<file path="config.mk">
export PLATFORM = sky130hd
export DESIGN_NAME = bus_arbiter_8way
export DESIGN_NICKNAME = d
export VERILOG_FILES = /design/src/rtl/bus_arbiter_8way_pkg.sv /design/src/rtl/mux_8way.sv /design/src/rtl/rr_pick8.sv /design/src/rtl/bus_arbiter_8way.sv
export SDC_FILE = /design/constraint.sdc
export NUM_CORES = 1
export LEC_CHECK = 0
export ABC_AREA = 1
export CORE_MARGIN = 4
export CORE_UTILIZATION = 44
export CTS_BUF_LIST = sky130_fd_sc_hd__clkbuf_4 sky130_fd_sc_hd__clkbuf_8 sky130_fd_sc_hd__clkbuf_16
export DETAILED_ROUTE_END_ITERATION = 8
export GPL_TIMING_DRIVEN = 0
export PLACE_DENSITY = 0.91
export SLEW_MARGIN = 0
export SYNTH_ARGS = -nofsm -noshare
export SYNTH_HDL_FRONTEND = slang
export SYNTH_SLANG_ARGS = --single-unit
</file>
<file path="constraint.sdc">
create_clock -name clk -period 8.4 [get_ports clk]
set_input_delay 1.68 -clock clk [delete_from_list [all_inputs] [get_ports clk]]
set_output_delay 1.68 -clock clk [all_outputs]
set_load 0.01 [all_outputs]
</file>
<file path="src/rtl/bus_arbiter_8way_pkg.sv">
// Shared definitions for the 8-way round-robin bus arbiter.
//   N_REQ       : number of requesters
//   SEL_W       : width of the owner index / mux select
//   arb_state_e : arbiter FSM state encoding
package bus_arbiter_8way_pkg;

   localparam int N_REQ = 8;
   localparam int SEL_W = 3;

   typedef enum logic {
      IDLE  = 1'b0,
      GRANT = 1'b1
   } arb_state_e;

endpackage

</file>
<file path="src/rtl/mux_8way.sv">
// 8-to-1 byte multiplexer for the shared data bus.
//   d0..d7 : input bytes
//   sel    : select index
//   y      : selected byte
module mux_8way (
   input  logic [7:0] d0,
   input  logic [7:0] d1,
   input  logic [7:0] d2,
   input  logic [7:0] d3,
   input  logic [7:0] d4,
   input  logic [7:0] d5,
   input  logic [7:0] d6,
   input  logic [7:0] d7,
   input  logic [2:0] sel,
   output logic [7:0] y
);

   always_comb begin
      y = d0;
      unique case (sel)
         3'd0:    y = d0;
         3'd1:    y = d1;
         3'd2:    y = d2;
         3'd3:    y = d3;
         3'd4:    y = d4;
         3'd5:    y = d5;
         3'd6:    y = d6;
         3'd7:    y = d7;
         default: y = d0;
      endcase
   end

endmodule

</file>
<file path="src/rtl/rr_pick8.sv">
// Round-robin winner search over eight request lines.
// The search starts at ptr and takes the first set bit in ptr, ptr+1, ... ptr+7 (mod 8).
//   req : request vector
//   ptr : highest-priority index
//   any : at least one request is set
//   idx : index of the winner (only meaningful when any is high)
module rr_pick8
   import bus_arbiter_8way_pkg::*;
(
   input  logic [N_REQ-1:0] req,
   input  logic [SEL_W-1:0] ptr,
   output logic             any,
   output logic [SEL_W-1:0] idx
);

   logic [N_REQ-1:0] rot;
   logic [SEL_W-1:0] off;

   // rot[i] is the request sitting i positions after ptr.
   always_comb begin
      rot = '0;
      for (int i = 0; i < N_REQ; i++) begin
         rot[i] = req[SEL_W'(ptr + SEL_W'(i))];
      end
   end

   // Lowest set bit of the rotated vector; scanning downward lets the lowest one win.
   always_comb begin
      off = '0;
      for (int i = N_REQ - 1; i >= 0; i--) begin
         if (rot[i]) begin
            off = SEL_W'(i);
         end
      end
   end

   assign any = |req;
   assign idx = ptr + off;

endmodule

</file>
<file path="src/rtl/bus_arbiter_8way.sv">
// Round-robin arbiter and sequencer for the shared 8-bit data bus.
// Grants one requester at a time, holds the grant while the owner's request
// stays high, and drives the bus mux select with the owner's index.
// Optional feature macro: ARB_TIMEOUT_EN (forced release after HOLD_MAX grant cycles).
//
// State table:
//   IDLE  | no owner; arbitrate among pending requests
//   GRANT | owner slct holds the bus until its request drops (or hold timeout)
//
// Ports:
//   clk       : rising-edge clock
//   rst_n     : synchronous active-low reset
//   req       : request bit per requester
//   d0..d7    : requester data bytes
//   gnt       : one-hot grant, registered
//   slct      : owner index, registered
//   bus_out   : owner's byte, zero when bus_valid is low
//   bus_valid : high while in GRANT
//   timeout   : one-cycle pulse on forced release (0 without ARB_TIMEOUT_EN)
module bus_arbiter_8way
   import bus_arbiter_8way_pkg::*;
#(
   parameter int unsigned HOLD_MAX = 16
) (
   input  logic             clk,
   input  logic             rst_n,
   input  logic [N_REQ-1:0] req,
   input  logic [7:0]       d0,
   input  logic [7:0]       d1,
   input  logic [7:0]       d2,
   input  logic [7:0]       d3,
   input  logic [7:0]       d4,
   input  logic [7:0]       d5,
   input  logic [7:0]       d6,
   input  logic [7:0]       d7,
   output logic [N_REQ-1:0] gnt,
   output logic [SEL_W-1:0] slct,
   output logic [7:0]       bus_out,
   output logic             bus_valid,
   output logic             timeout
);

   arb_state_e       state_q;
   logic [SEL_W-1:0] ptr_q;
   logic [SEL_W-1:0] ptr_d;
   logic [N_REQ-1:0] gnt_q;
   logic [SEL_W-1:0] slct_q;
   logic             valid_q;
   logic             pick_any;
   logic [SEL_W-1:0] pick_idx;
   logic             force_rel;
   logic [7:0]       mux_y;

   rr_pick8 u_pick (
      .req (req),
      .ptr (ptr_q),
      .any (pick_any),
      .idx (pick_idx)
   );

   mux_8way u_mux (
      .d0  (d0),
      .d1  (d1),
      .d2  (d2),
      .d3  (d3),
      .d4  (d4),
      .d5  (d5),
      .d6  (d6),
      .d7  (d7),
      .sel (slct_q),
      .y   (mux_y)
   );

   // Priority moves to the requester after the one being released.
   assign ptr_d = slct_q + SEL_W'(1);

`ifdef ARB_TIMEOUT_EN
   // The counter is 0 in the first GRANT cycle, so it would reach HOLD_MAX at
   // the edge ending grant cycle HOLD_MAX; release is decided one count earlier.
   localparam logic [7:0] HOLD_LAST = 8'(HOLD_MAX - 1);
   logic [7:0] hold_cnt_q;
   logic       timeout_q;
   assign force_rel = (hold_cnt_q == HOLD_LAST);
   assign timeout   = timeout_q;
`else
   // Never true for a legal HOLD_MAX (1..255): grants are held indefinitely.
   assign force_rel = (HOLD_MAX == 0);
   assign timeout   = 1'b0;
`endif

   always_ff @(posedge clk) begin
      if (!rst_n) begin
         state_q    <= IDLE;
         ptr_q      <= '0;
         gnt_q      <= '0;
         slct_q     <= '0;
         valid_q    <= 1'b0;
`ifdef ARB_TIMEOUT_EN
         hold_cnt_q <= '0;
         timeout_q  <= 1'b0;
`endif
      end else begin
`ifdef ARB_TIMEOUT_EN
         timeout_q <= 1'b0;
`endif
         unique case (state_q)
            IDLE: begin
               if (pick_any) begin
                  state_q    <= GRANT;
                  gnt_q      <= N_REQ'(1) << pick_idx;
                  slct_q     <= pick_idx;
                  valid_q    <= 1'b1;
`ifdef ARB_TIMEOUT_EN
                  hold_cnt_q <= '0;
`endif
               end
            end
            GRANT: begin
`ifdef ARB_TIMEOUT_EN
               hold_cnt_q <= hold_cnt_q + 8'd1;
`endif
               if (!req[slct_q] || force_rel) begin
                  state_q   <= IDLE;
                  gnt_q     <= '0;
                  valid_q   <= 1'b0;
                  ptr_q     <= ptr_d;
`ifdef ARB_TIMEOUT_EN
                  // A simultaneous normal release still reports as a timeout.
                  timeout_q <= force_rel;
`endif
               end
            end
            default: state_q <= IDLE;
         endcase
      end
   end

   assign gnt       = gnt_q;
   assign slct      = slct_q;
   assign bus_valid = valid_q;
   assign bus_out   = mux_y & {8{valid_q}};

endmodule

</file>
==> summary.txt, run 1 <==
Logic synthesis
  – Mux contribution to synthesized area: 0
  – Synth Area in Adders: 0.0706
  – Yosys top cell area share: 0.170
  – Distinct cells, synth: 38
  – Largest family of logic cells by synthesized area: simple AND/OR/NAND/NOR gates
  – Simple-gate share of the synthesized area: 0.415
  – Synthesized area: 1880 sq um
  – Area leader, netlist: dfxtp_1
  – Register bit total from synthesis: 16
  – Sequential area share after synthesis: 0.170
  – Mapped Avg Cell Area: 6.74 sq um
  – Synthesized instance count: 279
  – Post-synthesis net count: 363
  – Xor and xnor area share after synthesis: 0.0366
  – Top cells by area, synth: dfxtp_1 (17%), nand2_1 (15%), nand3_2 (7.5%)
  – Synth warn: 0
  – Compound-Gate Fraction of Synth Area: 0.225

Global route
  – First-pass GRT wire length: 10300 microns
  – Total grt overflow: 0
  – Initial antenna violation count: 0
  – Vias in the first global route: 2310
  – Largest net degree at the start of global routing: 11
  – Gr usage total: 0.236

Clock network
  – TritonCTS clock tree: done
  – Bufs on Longest Clock Path: 2
  – Setup bufs post-CTS: 0
  – CTS root buf: clkbuf_8
  – TritonCTS Buffers: 3
  – Hold_buf cts: 0
  – CTS resizes: 0
  – H-tree Lvls: 1
  – Worst-path clk slew: 0.06 ns
  – Clock sinks: 16
  – Clk Latency, worst-skew pair: 0.24 ns

Worst setup path
  – Worst EP arrival: 3.15 ns
  – Crit Path Max Fanout: 1
  – Nature of the critical path endpoint: primary output
  – Crit Path Class: in -> out
  – Worst Path Required: 6.72 ns
  – Startpoint Class: primary input

Floorplanning
  – Chip width: 73.4 microns
  – # rows: 23
  – Starting Density: 0.463
  – Die span in y: 73.4 microns
  – I/O pin count: 95
  – Die ar.: 5380 sq um
  – Core area: 4060 sq um

Routing
  – Post-route DRC: 0
  – Final ANT Viol Nets: 0
  – Routed WL per cell: 15.5 microns
  – Initial DRC count: 118
  – Pre-antenna DRT Iters: 4
  – DR vias: 2337
  – Vias/cell: 5.49
  – Total wire length: 6580 microns

Power
  – Maximum VDD drop: 0.000226 V
  – Design Power: 923 uW
  – P_leak: 0.00119 uW
  – P per Cell Area: 315 nW/um^2

STA
  – Max-slew violations: 0
  – Period utilisation layout: 0.575
  – Setup violators final: 0
  – RSZ-0062 raised after global routing: no
  – Min Tclk post-route: 4.83 ns
  – F_max: 207 MHz
  – Sum of negative setup slack: 0 ns
  – Fin Clk Skew: 0.00388 ns
  – Final hold violations: 0

Placed design
  – HPWL after DPL: 5360 microns
  – IO buf count: 93
  – Placer Congestion: 0.861

Status
  – Status: finished clean

Cells and area
  – Synthesis-to-finish area growth: 55.8%
  – FILL cells: 323
  – Area of the multi-input gates: 1410 sq um
  – Register area: 320 sq um
  – Final #Nets: 461
  – Share of cells above drive strength 1: 0.138
  – ANT cells: 0

Flow run
  – Max Cap Violations: 0

Worst hold path
  – Hold WC Path Type: reg -> reg
==> per-stage QoR <==
stage	cells	area, sq um	setup WS [ns]	hold WS [ns]	util
final	426	2930	3.57	0.468	0.722
after global routing	426	2930	3.49	0.489	0.722
after CTS	426	2930	3.56	0.470	0.722
after detailed placement	422	2870	3.58	0.460	0.708
after global placement	422	2870	3.60	0.458	0.708
after floorplan	279	1880	4.54	0.490	-
==> final cells by class <==
type                       count  area share
sequential                    16       0.109
tap                           50      0.0214
clock buffer                   4      0.0188
timing repair buffer          93       0.318
inverter                      22      0.0308
buffer                         8      0.0205
multi-input combinational    233       0.481
==> path summary, 6_finish.rpt <==
check / from / end / slack, ns / cells after the start
setup / recovery: d6[4] / bus_out[4] / 3.57 / 6
hold / removal: gnt[3] / gnt[3] / 0.47 / 2
setup reg to reg: ptr_q[1] / gnt[1] / 5.01 / 20
hold reg to reg: gnt[3] / gnt[3] / 0.47 / 2
==> where the power goes <==
| part | total [uW] | switching [uW] | internal (uW) | leakage, uW |
|---|---|---|---|---|
| clock | 66.4 | 24.9 | 41.5 | 0.0000288 |
| combinational | 726 | 427 | 300 | 0.00103 |
| sequential | 130 | 28.8 | 101 | 0.000131 |
| total | 923 | 480 | 442 | 0.00119 |
==> sequential cells by signal (all words and copies together), names as in the netlist <==
register,flops
bus_valid,1
gnt,8
ptr_q,3
slct,3
state_q,1
==> cell usage after synthesis <==
master / number
buf_6: 3
a41oi_1: 7
o21ai_0: 19
nand2_4: 4
xnor2_1: 3
ha_1: 9
a21boi_0: 1
nand3_2: 14
nand2_1: 74
o22ai_1: 2
inv_1: 17
nand3_1: 20
clkinv_1: 1
conb_1: 1
clkbuf_1: 1
fa_1: 1
xor2_2: 1
nand2_2: 13
buf_1: 2
o21bai_1: 1
nor3_1: 3
inv_8: 1
nand3_4: 1
a31oi_1: 1
inv_2: 3
nor2_2: 2
xor2_1: 3
buf_4: 2
nor2_4: 1
a22o_1: 4
a21oi_2: 2
dfxtp_1: 16
o211ai_1: 1
nand4_1: 5
a31oi_2: 1
a221oi_1: 8
nor2_1: 13
a21oi_1: 18
==> metal layers <==
layer  vias to the layer above  part of all wire  global-route usage
met1                      1083              0.40               0.279
met4                         0             0.013              0.0584
met3                         8             0.085              0.0397
met2                        90              0.51               0.438
met5                         -                 0                   0
li1                       1156                 -                   -
==> critical path, cell delays in order <==
cell and delay [ns]:
clkdlybuf4s50_1 0.41, nand2_1 0.08, nand3_1 0.10, a221oi_1 0.22, a41oi_1 0.14, clkdlybuf4s50_1 0.51
==> layout by cell type, fill, tap and decap left out, drive strengths merged, types with 8 or more instances in the layout <==
cell type and n:
clkdlybuf4s50 93, nand2 91, nand3 35, inv 21, a21oi 20, o21ai 19
dfxtp 16, nor2 16, ha 9, a221oi 8
==> kinds of logic after synthesis <==
kind of cell    count (synthesis)
xor+xnor                        7
simple gates                  150
buf+inv                        30
other cells                     1
flops                          16
fa+ha+maj                      10
compound gates                 65
Note: power is estimated with default switching activity, not from simulation.
==> run 2: changes to the inputs <==
--- a/config.mk
+++ b/config.mk
@@ -7,11 +7,11 @@
 export LEC_CHECK = 0
 export ABC_AREA = 1
 export CORE_MARGIN = 4
-export CORE_UTILIZATION = 44
+export CORE_UTILIZATION = 37
 export CTS_BUF_LIST = sky130_fd_sc_hd__clkbuf_4 sky130_fd_sc_hd__clkbuf_8 sky130_fd_sc_hd__clkbuf_16
 export DETAILED_ROUTE_END_ITERATION = 8
 export GPL_TIMING_DRIVEN = 0
-export PLACE_DENSITY = 0.91
+export PLACE_DENSITY = 0.82
 export SLEW_MARGIN = 0
 export SYNTH_ARGS = -nofsm -noshare
 export SYNTH_HDL_FRONTEND = slang
==> constraint.sdc (replaced) <==
create_clock -name clk -period 4 [get_ports clk]
set_input_delay 0.8 -clock clk [delete_from_list [all_inputs] [get_ports clk]]
set_output_delay 0.8 -clock clk [all_outputs]
set_load 0.01 [all_outputs]
==> run 2 against run 1 <==
Against the previous run:
- largest cell class unchanged
- setup slack got worse by 3.2 ns
- non-clock buffer count did not move
- power rose by 110%
- register-to-register slack got worse by 4.4 ns
- sequential cell count did not move
- first-iteration DRC count fell by 38%
==> summary.txt, run 2 (synthesis results as in run 1) <==
STA
  – Max-slew violations: 0 (unchanged)
  – Final hold violations: 0 (unchanged)
  – Setup violators final: 0 (unchanged)
  – Sum of negative setup slack: 0 ns (unchanged)
  – Period utilisation layout: 0.897
  – Min Tclk post-route: 3.59 ns
  – Fin Clk Skew: 0.00402 ns (was 0.00388 ns)
  – RSZ-0062 raised after global routing: no (unchanged)
  – F_max: 279 MHz

Worst setup path
  – Worst R2R Path Depth: 20 (unchanged)
  – Worst EP arrival: 2.79 ns (was 3.15 ns)
  – Crit Path Max Fanout: 10 (was 1)
  – Worst path slowest cell: clkdlybuf4s50_1 (unchanged)
  – Crit path cell chain: inv_1 -> ha_1 -> nor3_1 -> inv_1 -> clkbuf_1 -> o21ai_0 -> a41oi_1 -> clkdlybuf4s50_1 (was clkdlybuf4s50_1 -> nand2_1 -> nand3_1 -> a221oi_1 -> a41oi_1 -> clkdlybuf4s50_1)
  – Nature of the critical path endpoint: primary output (unchanged)
  – Startpoint Class: register (was primary input)
  – Worst r2r src: ptr_q[1] (unchanged)
  – CP peak stage delay: 0.54 ns (was 0.51 ns)
  – CP dominant cell by count: inv_1 (was clkdlybuf4s50_1)
  – Flop2flop setup slack: 0.63 ns (was 5.01 ns)
  – Crit Path Class: reg -> out (was in -> out)
  – Worst Path Required: 3.20 ns (was 6.72 ns)
  – Reg-to-Reg End: gnt[0] (was gnt[1])

Routing
  – Initial DRC count: 73 (was 118)
  – Vias/cell: 5.33 (was 5.49)
  – Total wire length: 6690 microns (was 6580 microns)
  – Final ANT Viol Nets: 0 (unchanged)
  – Pre-antenna DRT Iters: 5 (was 4)
  – DR vias: 2356 (was 2337)
  – Routed WL per cell: 15.1 microns (was 15.5 microns)
  – Post-route DRC: 0 (unchanged)

Cells and area
  – Commonest non-fill, non-tap cell in the layout: clkdlybuf4s50_1 (unchanged)
  – Commonest cells after routing, fill and taps aside: clkdlybuf4s50_1 (93), nand2_1 (74), nand3_1 (20) (unchanged)
  – Final #Nets: 461 (unchanged)
  – Share of cells above drive strength 1: 0.136 (was 0.138)
  – Synthesis-to-finish area growth: 56.2% (was 55.8%)
  – Max reg flops: 8 (unchanged)
  – Design area: 2940 sq um (was 2930 sq um)
  – ANT cells: 0 (unchanged)

Worst hold path
  – Hold WC Path Type: reg -> reg (unchanged)
  – HP Start: gnt[3] (unchanged)
  – Hold Path Depth: 2 (unchanged)
  – Min-Delay Endpoint: gnt[3] (unchanged)

Floorplanning
  – Die ar.: 6280 sq um (was 5380 sq um)
  – # rows: 25 (was 23)
  – Chip width: 79.3 microns (was 73.4 microns)
  – Core area: 4820 sq um (was 4060 sq um)
  – Die span in y: 79.3 microns (was 73.4 microns)
  – Starting Density: 0.390 (was 0.463)
  – I/O pin count: 95 (unchanged)

Clock network
  – Hold_buf cts: 0 (unchanged)
  – Worst-path clk slew: 0.06 ns (about the same)
  – CTS root buf: clkbuf_8 (unchanged)
  – Setup bufs post-CTS: 0 (unchanged)
  – TritonCTS clock tree: done (unchanged)
  – CTS resizes: 0 (unchanged)
  – Bufs on Longest Clock Path: 2 (unchanged)
  – Clk Latency, worst-skew pair: 0.25 ns (was 0.24 ns)
  – H-tree Lvls: 1 (unchanged)
  – TritonCTS Buffers: 3 (unchanged)
  – Clock sinks: 16 (unchanged)

Power
  – P_leak: 0.00118 uW (was 0.00119 uW)
  – Maximum VDD drop: 0.000347 V (was 0.000226 V)
  – P per Cell Area: 652 nW/um^2 (was 315 nW/um^2)

Placed design
  – HPWL after DPL: 5480 microns (was 5360 microns)
  – Placed inst area: 2890 sq um (was 2870 sq um)
  – IO buf count: 93 (unchanged)
  – Placer Congestion: 0.822 (was 0.861)

Global route
  – Gr usage total: 0.209 (was 0.236)
  – First-pass GRT wire length: 10600 microns (was 10300 microns)
  – Largest net degree at the start of global routing: 11 (unchanged)
  – Total grt overflow: 0 (unchanged)
  – Vias in the first global route: 2247 (was 2310)
  – Initial antenna violation count: 0 (unchanged)

Status
  – Status: finished clean (unchanged)

Flow run
  – Max Cap Violations: 0 (unchanged)
[run 2: cell count changes in the layout (fill, tap and decap cells not counted), sizes merged]
cell	delta
clkbuf	-1
[run 2: power breakdown]
| group | switching [uW] | internal (uW) | total (uW) |
|---|---|---|---|
| registers | 62.8 | 212 | 275 |
| logic | 894 | 628 | 1520 |
| clock network | 50.0 | 66.7 | 117 |
[run 2: how the worst max path moves through the flow]
stage,start,to,slack [ns]
final,slct[1],bus_out[5],0.41
after global routing,req[0],gnt[7],0.22
after CTS,slct[1],bus_out[5],0.42
after detailed placement,req[0],gnt[0],0.27
after global placement,req[0],gnt[1],0.30
after floorplan,ptr_q[0],gnt[2],0.98
[run 2: area by class of cell]
type / count / area, sq um
tap: 67 / 83.8
buffer: 8 / 60.1
fill: 461 / 1880
multi-input combinational: 233 / 1410
clock buffer: 3 / 41.3
sequential: 16 / 320
timing repair buffer: 93 / 931
inverter: 22 / 90.1
[run 2: layer usage]
metal,track usage,part of all wire,vias to the layer above
met3,0.0397,0.087,8
met2,0.394,0.51,102
met5,0,0,-
met4,0.0584,0.015,0
li1,-,-,1163
met1,0.236,0.39,1083
[run 2: worst max-delay path, delay by kind of cell, from the launching register on]
family,cells,cell delay (ns)
simple gates,1,0.34
fa+ha+maj,1,0.22
compound gates,2,0.39
buf+inv,4,1.09
flops,1,0.50
[run 2: metrics by stage]
stage | hold WS (ns) | instances | total power, uW | worst slack [ns] | util
4_1_cts | 0.472 | 442 | 1920 | 0.423 | 0.609
5_1_grt | 0.494 | 442 | 2100 | 0.219 | 0.609
3_5_place_dp | 0.458 | 439 | 1790 | 0.268 | 0.601
3_3_place_gp | 0.457 | 439 | 1750 | 0.298 | 0.601
2_1_floorplan | 0.490 | 279 | 1340 | 0.977 | -
6_report | 0.466 | 442 | 1910 | 0.412 | 0.609
==> run 3: changes to the inputs <==
--- a/config.mk
+++ b/config.mk
@@ -7,11 +7,11 @@
 export LEC_CHECK = 0
 export ABC_AREA = 1
 export CORE_MARGIN = 4
-export CORE_UTILIZATION = 37
+export CORE_UTILIZATION = 30
 export CTS_BUF_LIST = sky130_fd_sc_hd__clkbuf_4 sky130_fd_sc_hd__clkbuf_8 sky130_fd_sc_hd__clkbuf_16
 export DETAILED_ROUTE_END_ITERATION = 8
 export GPL_TIMING_DRIVEN = 0
-export PLACE_DENSITY = 0.82
+export PLACE_DENSITY = 0.69
 export SLEW_MARGIN = 0
 export SYNTH_ARGS = -nofsm -noshare
 export SYNTH_HDL_FRONTEND = slang
==> run 3 against run 2 <==
Against the previous run:
- power up 0.81%
- clock-buffer cell count up 1
- routed wire length down 1.3%
- largest power group unchanged
- largest cell class unchanged
==> summary.txt, run 3 (synthesis results as in run 1) <==
Floorplanning
  – Die ar.: 7590 sq um (was 6280 sq um)
  – # rows: 28 (was 25)
  – Starting Density: 0.314 (was 0.390)
  – Core area: 5990 sq um (was 4820 sq um)
  – Chip width: 87.1 microns (was 79.3 microns)
  – Die span in y: 87.1 microns (was 79.3 microns)
  – I/O pin count: 95 (unchanged)

Worst setup path
  – Crit path cell chain: inv_1 -> ha_1 -> nor3_1 -> inv_1 -> clkbuf_1 -> a41oi_1 -> clkdlybuf4s50_1 (was inv_1 -> ha_1 -> nor3_1 -> inv_1 -> clkbuf_1 -> o21ai_0 -> a41oi_1 -> clkdlybuf4s50_1)
  – Worst R2R Path Depth: 20 (unchanged)
  – Worst path slowest cell: clkdlybuf4s50_1 (unchanged)
  – CP delay by family, top: buffers and inverters (unchanged)
  – Startpoint Class: register (unchanged)
  – CP dominant cell by count: inv_1 (unchanged)
  – Crit Path Max Fanout: 10 (unchanged)
  – Crit Path Class: reg -> out (unchanged)
  – Worst r2r src: ptr_q[0] (was ptr_q[1])
  – Worst EP arrival: 2.78 ns (was 2.79 ns)
  – Worst Path Required: 3.20 ns (about the same)
  – Reg-to-Reg End: gnt[3] (was gnt[0])
  – Nature of the critical path endpoint: primary output (unchanged)
  – Flop2flop setup slack: 0.65 ns (was 0.63 ns)
  – Buffers and inverters on the worst path: 4 (unchanged)
  – CP peak stage delay: 0.57 ns (was 0.54 ns)

Clock network
  – Setup bufs post-CTS: 0 (unchanged)
  – H-tree Lvls: 1 (unchanged)
  – TritonCTS clock tree: done (unchanged)
  – Clock sinks: 16 (unchanged)
  – Bufs on Longest Clock Path: 2 (unchanged)
  – CTS root buf: clkbuf_8 (unchanged)
  – Worst-path clk slew: 0.06 ns (about the same)
  – TritonCTS Buffers: 3 (unchanged)
  – CTS resizes: 0 (unchanged)
  – Hold_buf cts: 0 (unchanged)
  – Clk Latency, worst-skew pair: 0.25 ns (about the same)

Global route
  – First-pass GRT wire length: 10500 microns (was 10600 microns)
  – Largest net degree at the start of global routing: 11 (unchanged)
  – Vias in the first global route: 2201 (was 2247)
  – Initial antenna violation count: 0 (unchanged)
  – Total grt overflow: 0 (unchanged)
  – Gr usage total: 0.171 (was 0.209)

STA
  – Period utilisation layout: 0.895 (was 0.897)
  – Slew headroom: 0.646
  – Min Tclk post-route: 3.58 ns (was 3.59 ns)
  – Final hold violations: 0 (unchanged)
  – Fin Clk Skew: 0.00185 ns (was 0.00402 ns)
  – Worst Tran Pin Value: 0.527 ns
  – Setup violators final: 0 (unchanged)
  – RSZ-0062 raised after global routing: no (unchanged)
  – F_max: 279 MHz (about the same)
  – Sum of negative setup slack: 0 ns (unchanged)
  – Max-slew violations: 0 (unchanged)

Worst hold path
  – HP Start: gnt[6] (was gnt[3])
  – Hold Path Depth: 2 (unchanged)
  – Min-Delay Endpoint: gnt[6] (was gnt[3])
  – Hold WC Path Type: reg -> reg (unchanged)

Routing
  – Final ANT Viol Nets: 0 (unchanged)
  – Post-route DRC: 0 (unchanged)
  – Routed WL per cell: 14.6 microns (was 15.1 microns)
  – Pre-antenna DRT Iters: 4 (was 5)
  – Initial DRC count: 94 (was 73)
  – DR vias: 2248 (was 2356)
  – Total wire length: 6600 microns (was 6690 microns)
  – Vias/cell: 4.98 (was 5.33)

Placed design
  – Placer Congestion: 0.827 (was 0.822)
  – HPWL after DPL: 5300 microns (was 5480 microns)
  – DP Cell Count: 447 (was 439)
  – IO buf count: 93 (unchanged)

Cells and area
  – FILL cells: 588 (was 461)
  – Max reg flops: 8 (unchanged)
  – Share of cells above drive strength 1: 0.138 (was 0.136)
  – Final #Nets: 461 (unchanged)
  – Synthesis-to-finish area growth: 57.5% (was 56.2%)
  – Commonest non-fill, non-tap cell in the layout: clkdlybuf4s50_1 (unchanged)
  – Fin cells: 451 (was 442)
  – Commonest cells after routing, fill and taps aside: clkdlybuf4s50_1 (93), nand2_1 (74), nand3_1 (20) (unchanged)
  – ANT cells: 0 (unchanged)

Power
  – P per Cell Area: 652 nW/um^2 (about the same)
  – P_leak: 0.00119 uW (was 0.00118 uW)
  – Maximum VDD drop: 0.000382 V (was 0.000347 V)

Status
  – Status: finished clean (unchanged)

Flow run
  – Max Cap Violations: 0 (unchanged)
## run 3: area by class of cell
| type | instances | area [sq um] | area share |
|---|---|---|---|
| buffer | 8 | 60.1 | 0.0203 |
| clock buffer | 4 | 55.1 | 0.0186 |
| inverter | 22 | 90.1 | 0.0304 |
| multi-input combinational | 233 | 1410 | 0.476 |
| sequential | 16 | 320 | 0.108 |
| tap | 75 | 93.8 | 0.0317 |
| timing repair buffer | 93 | 931 | 0.315 |
## run 3: worst max-delay path by stage
| stage | cells after the start | end | start |
|---|---|---|---|
| after global routing | 7 | bus_out[6] | slct[1] |
| after detailed placement | 18 | gnt[3] | req[4] |
| final | 7 | bus_out[2] | slct[1] |
| after floorplan | 20 | gnt[2] | ptr_q[0] |
| after global placement | 18 | gnt[0] | req[0] |
| after CTS | 7 | bus_out[2] | slct[1] |
## run 3: metal layers
layer  share of wire  track usage  vias to the layer above
met5               0            0                        -
met4           0.010       0.0349                        0
met3           0.069       0.0303                        7
met2            0.49        0.314                       68
met1            0.43        0.207                     1011
li1                -            -                     1162
## run 3: through the flow
step                      cell area, sq um  setup slack, ns  hold slack, ns   util  total power (uW)
after detailed placement              2900            0.257           0.461  0.485              1800
after global placement                2900            0.304           0.458  0.485              1770
after CTS                             2960            0.397           0.474  0.494              1950
after floorplan                       1880            0.977           0.490      -              1340
final                                 2960            0.420           0.467  0.494              1930
after global routing                  2960           0.0752           0.487  0.494              2140
## run 3: tightest hold or removal path, stage by stage, from the launching register on
cell and delay, ns:
dfxtp_1 0.31, nand2_1 0.06, a21oi_1 0.05
## run 3: report_power, final
part / internal [uW] / switching, uW
logic: 629 / 883
clock network: 87.4 / 56.4
registers: 212 / 61.6
